## config.mk

```make
export PLATFORM = sky130hd
export DESIGN_NAME = uc_ctrl
export DESIGN_NICKNAME = d
export VERILOG_FILES = /design/src/rtl/uc_ctrl.sv
export SDC_FILE = /design/constraint.sdc
export NUM_CORES = 1
export LEC_CHECK = 0
export ABC_AREA = 1
export CORE_UTILIZATION = 45
export DETAILED_ROUTE_END_ITERATION = 7
export MAX_ROUTING_LAYER = met4
export PLACE_DENSITY = 0.79
export SLEW_MARGIN = 10
export SYNTH_ARGS = -nofsm -noshare
export SYNTH_HDL_FRONTEND = slang
export SYNTH_SLANG_ARGS = --single-unit
```

## constraint.sdc

```tcl
create_clock -name clk -period 1.6 [get_ports clk]
set_input_delay 0.32 -clock clk [delete_from_list [all_inputs] [get_ports clk]]
set_output_delay 0.32 -clock clk [all_outputs]
set_load 0.005 [all_outputs]
```

## src/rtl/uc_ctrl.sv

```systemverilog
// uc_ctrl: opcode decode, run/halt/step sequencing and retired-instruction
// counter for the single-cycle microcontroller datapath.
module uc_ctrl #(
    parameter int CNT_W = 16
) (
    input  logic             clk,
    input  logic             reset,
    input  logic [5:0]       Opcode,
    input  logic             zero,
    input  logic             start_halted,
    input  logic             run_req,
    input  logic             step_req,
    input  logic             halt_req,
    input  logic             clr_cnt,
    output logic             s_inc,
    output logic             s_inm,
    output logic             we,
    output logic             wez,
    output logic [2:0]       ALUOp,
    output logic             pc_en,
    output logic             halted,
    output logic [CNT_W-1:0] retired
);

    localparam logic [1:0] ST_BOOT   = 2'd0;
    localparam logic [1:0] ST_RUN    = 2'd1;
    localparam logic [1:0] ST_HALTED = 2'd2;
    localparam logic [1:0] ST_STEP   = 2'd3;

    localparam logic [CNT_W-1:0] CNT_ONE = {{(CNT_W-1){1'b0}}, 1'b1};

    logic [1:0]       r_state;
    logic [1:0]       w_next;
    logic             r_resume;
    logic [CNT_W-1:0] r_retired;
    logic             w_exec;
    logic             w_halt_op;
    logic             w_stop;

    assign w_exec    = (r_state == ST_RUN) || (r_state == ST_STEP);
    assign w_halt_op = (Opcode == 6'b111111);
    // The first cycle after leaving HALTED steps over the HALT that stopped us
    assign w_stop    = w_halt_op && !r_resume;

    always_comb begin
        s_inc = 1'b1;
        s_inm = 1'b0;
        we    = 1'b0;
        wez   = 1'b0;
        ALUOp = 3'b000;
        pc_en = 1'b0;
        if (w_exec && !w_stop) begin
            pc_en = 1'b1;
            casez (Opcode)
                6'b0?????: begin
                    we    = 1'b1;
                    wez   = 1'b1;
                    ALUOp = Opcode[4:2];
                end
                6'b1000??: begin
                    s_inm = 1'b1;
                    we    = 1'b1;
                end
                6'b110000: s_inc = 1'b0;
                6'b110001: s_inc = ~zero;
                6'b110010: s_inc = zero;
                default:   s_inc = 1'b1;
            endcase
        end
    end

    always_comb begin
        w_next = r_state;
        case (r_state)
            ST_BOOT:   w_next = start_halted ? ST_HALTED : ST_RUN;
            ST_RUN:    if (w_stop || halt_req) w_next = ST_HALTED;
            ST_HALTED: begin
                if (run_req)       w_next = ST_RUN;
                else if (step_req) w_next = ST_STEP;
            end
            ST_STEP:   w_next = ST_HALTED;
            default:   w_next = ST_BOOT;
        endcase
    end

    always_ff @(posedge clk or negedge reset) begin
        if (!reset) begin
            r_state   <= ST_BOOT;
            r_resume  <= 1'b0;
            r_retired <= '0;
        end else begin
            r_state  <= w_next;
            r_resume <= (r_state == ST_HALTED) && (run_req || step_req);
            if (clr_cnt)
                r_retired <= '0;
            else if (pc_en)
                r_retired <= r_retired + CNT_ONE;
        end
    end

    assign halted  = (r_state == ST_HALTED);
    assign retired = r_retired;

endmodule
```

[Yosys cells after proc, flatten, opt, wreduce, memory -nomap -nowiden]
Cells that the tools add are included.
Word-level totals
  register bits: 19
  input port bits: 14
Cells by class
  add/sub/neg operators: 1
  equality and inequality tests: 10
  multiplexer cells: 18
  bitwise logic cells: 2
  reduce and logical (&&, ||, !) cells: 12
Operator list (number)
  2-to-1 mux 16 bit: 2
  == test 6 bit, second input constant: 4
  adder 16 x 1 -> 16 bit, second input constant: 1
  2-to-1 mux 1 bit: 8
  2-to-1 mux 2 bit: 4
  one-hot mux 2 bit (4 select lines): 1
  2-to-1 mux 3 bit: 2
  == test 2 bit, second input constant: 2
  == test 4 bit, second input constant: 1
  logical AND 1 bit: 3
  logical OR 1 bit: 3
  inequality test 3 bit, second input constant: 1
  one-hot mux 1 bit (3 select lines): 1
  == test 2 x 1 -> 1 bit, second input constant: 1
  zero test 1 bit: 2
  zero test 2 bit: 1
  inequality test 2 x 1 -> 1 bit, second input constant: 1
  inverter 1 bit: 2
  AND reduction 2 bit: 1
  nonzero test 2 bit: 1
  OR reduction 2 bit: 1

[Longest topological paths before layout]
  depth in word-level cells: 7
  mapped depth: 9

[Least setup slack after synthesis]
Ideal clock, no wire load.
  kind: input port to output port
  from: input Opcode[4]
  to: output ALUOp[0]
  arrival: 0.966 ns
  setup slack: 0.314 ns
  stages: 6
  path buffers: 0
  path through: nand2_1 nor2_1 nand2_1 nand2_2 or2_2 nor2_1
On the way
  cells in the longest elaborated chain, start to end: 5
RTL lines
  start: declaration: line 8  | input logic [5:0] Opcode,
  == test 6 bit: line 41  | assign w_halt_op = (Opcode == 6'b111111);
  logical AND 1 bit: line 43  | assign w_stop = w_halt_op && !r_resume;
  zero test 1 bit: line 52  | if (w_exec && !w_stop) begin
  logical AND 1 bit: line 52
  2-to-1 mux 3 bit: line 52
  end: declaration: line 19  | output logic [2:0] ALUOp,
Every way passes these cells.

[Worst setup path after layout]
  from: input Opcode[4]
  to: output ALUOp[1]
The elaborated chain is that of the path after synthesis.

==> flow_metrics.tcl <==
set metrics [dict create \
    tightest_slew_ns 0.251 \
    cp-start-kind "primary input" \
    htree_levels 1 \
    num_vias 1335 \
    seq_power_share 0.394 \
    synth-xor-area-share 0.0152 \
    rsz0062_at_grt "yes" \
    crit_required_ns 1.28 \
    fin_util 0.759 \
    p_comb_frac 0.431 \
    ys_seq_area_frac 0.412 \
    antenna_left 0 \
    finalHoldWorstSlack_ns 0.324 \
    synth-compound-area-share 0.0651 \
    yosysTopAreaCellShare 0.412 \
    fin_area_um2 1760 \
    r2r_cells 8 \
    fin_skew_ns 0.00493 \
    ys.flop_type "dfrtp_1" \
    cap_violations 0 \
    min_path_type "in -> async" \
    synth_area_leaders "dfrtp_1 41%, nand2_1 14%, nor2_1 14%" \
    wl_per_cell_um 12.0 \
    period_share 0.989 \
    cts_made_buffers 3 \
    routabilityCongestion 0.909 \
    setup_viol 0 \
    irDropWorstVdd_mv 0.824 \
    reg2reg_to "retired[14]$_DFFE_PN0P_" \
    pre_cts_slack_ns -0.660 \
    r2r-start "retired[1]$_DFFE_PN0P_" \
    drcViolationCount 0 \
    gr-usage-met3 0.0348 \
    p_switching_mw 0.547 \
    hold_violations 0 \
    r2r_slack_ns 0.18 \
    synthCells 173 \
    dieHeight_um 52.6 \
    cts_sinks 19 \
    grt_max_degree 20 \
    firstDrtPassIters 4 \
    placed_cell_area_um2 1640 \
    syn_nets 188 \
    multi_input_area_um2 594 \
    min_period_ns 1.58 \
    fmax_mhz 632 \
    worstPathMaxFanout 4 \
    met2_usage 0.468 \
    p_per_area_nw_per_um2 842 \
    io_pins 39 \
    synthMuxAreaShare 0.00868 \
    yosys.cell_count.top_type "nand2_1" \
    antenna_found_initial 0 \
    drt_iter0_drc 41 \
    max_slew_margin 0.832 \
    use_met1 0.314 \
    fp.dieArea_um2 2770 \
    synthesis.area_um2 1150 \
    syn2layout_area_growth_pct 52.6 \
    synth_top_cell_by_area "dfrtp_1" \
    ys_ff_latch 19 \
    finalWorstSetupSlack_ns 0.0173 \
    gr-total-overflow 0 \
    grt-busiest-layer "met2" \
    slew_viol_final 0 \
    synth_top_family_by_area "simple AND/OR/NAND/NOR gates" \
    power_frac_clock 0.175 \
    place_inst 249 \
    critical_path_class "in -> out" \
    drive_gt1_frac 0.214 \
    antenna_cells 0 \
    synth_cell_types 21 \
    rows 17 \
    synth_commonest_cells "44 x nand2_1, 42 x nor2_1, 19 x dfrtp_1, 19 x inv_1, 12 x nand3_1" \
    swShare 0.369 \
    final_cell_count_no_fill 266 \
    cp.arrival_ns 1.26 \
    total_power_mw 1.48 \
    synth_fa_ha_area_frac 0.0108 \
    place_hpwl_um 2310 \
    finalNetCount 254 \
    crit_path_end_kind "output port" \
    clock_latency_ns 0.31 \
    grt_first_pass_wirelength_um 5340 \
    vias_per_cell 5.02 \
    grt_usage 0.270 \
    setup_tns_ns 0 \
    cts_tree "done" \
    regArea_um2 475 \
    cts-root-buf "clkbuf_4" \
    grt_pass1_vias 1280 \
    p_int_mw 0.935 \
    outcome "finished clean" \
    dieWidth_um 52.6 \
    fill_cells 187 \
    synth_simple_gate_area_share 0.389 \
    io_buffers 38 \
    syn_avg_cell_area_um2 6.67 \
    coreArea_um2 2320 \
    ys.warnings.count 0 \
    clockBufferDepth 2 \
    synthArstFlopShare 1.00 \
    leakage_nw 0.881 \
    initial_core_util 0.498 \
    cts.clk_slew.worst_paths_ns 0.12 \
    synth_edf_count 0 \
    routed_wl_um 3200 \
]
critical path, cell delays in order:
cell           delay, ns
dlygate4sd2_1       0.25
nand2_2             0.07
nor2_1              0.04
nand2_1             0.07
nand2_2             0.06
or2_4               0.25
nor2_1              0.08
buf_2               0.11
final cells by class:
type	count	area share
repair buffers	65	0.311
clock inverters	1	0.00284
well taps	28	0.0199
inverters	21	0.0462
flip-flops and latches	19	0.270
clock buffers	3	0.0128
multi-input cells	129	0.338
worst max-delay path by stage:
stage | start | to | slack (ns) | cells past startpoint
after detailed placement | Opcode[5] | ALUOp[0] | -0.66 | 8
after floorplan | Opcode[4] | ALUOp[0] | 0.31 | 6
after CTS | r_resume$_DFF_PN0_ | ALUOp[2] | -0.03 | 6
final | Opcode[4] | ALUOp[1] | 0.02 | 8
after global placement | Opcode[4] | ALUOp[2] | -0.59 | 8
after global routing | r_resume$_DFF_PN0_ | ALUOp[2] | -0.05 | 6
state kept, by name (all words and copies together), names as in the netlist:
name	count
r_state	2
r_resume	1
retired	16
kinds of logic (layout without fill, tap and decap cells):
group | after synthesis | in the layout
simple gates | 110 | 110
mux | 1 | 1
flops | 19 | 19
fa+ha+maj | 1 | 1
compound gates | 15 | 15
xor+xnor | 2 | 2
buf+inv | 25 | 90
power by group through the flow:
stage | registers, mW | logic (mW) | clock network (mW)
after floorplan | 0.589 | 0.340 | 0
after global placement | 0.589 | 0.631 | 0
after detailed placement | 0.595 | 0.656 | 0
after CTS | 0.586 | 0.623 | 0.261
after global routing | 0.590 | 0.703 | 0.286
final | 0.583 | 0.639 | 0.259
placed cells by master, fill, tap and decap left out:
cell,count
nand3_2,1
nor3_1,6
o21ai_0,6
clkinv_2,1
or2_4,1
dlygate4sd2_1,6
o21ai_1,1
nand2_2,2
mux2i_1,1
clkdlybuf4s50_1,20
inv_1,19
nor3_2,1
clkbuf_2,1
ha_1,1
buf_6,1
clkbuf_4,3
dlymetal6s2s_1,3
a21oi_1,8
nand3_1,11
nand4_1,1
dfrtp_1,19
inv_4,1
nor2_2,5
buf_4,26
clkinv_1,1
clkdlybuf4s15_1,1
nand2_1,43
nor2_1,38
nor2_4,1
xnor2_1,2
buf_2,7
per-layer routing:
metal | vias up | part of all wire
met5 | - | 0
met4 | 0 | 0.013
met3 | 5 | 0.034
met2 | 38 | 0.51
met1 | 628 | 0.44
li1 | 664 | -
what timing repair did:
action / in CTS / in global routing
hold buffers: 0 / 0
setup endpoints to repair: 12 / 19
gates resized for setup: 42 / 11
cloned: 0 / 0
buffers inserted: 4 / 9
pin swaps: 6 / 3
Note: power is estimated with default switching activity, not from simulation.
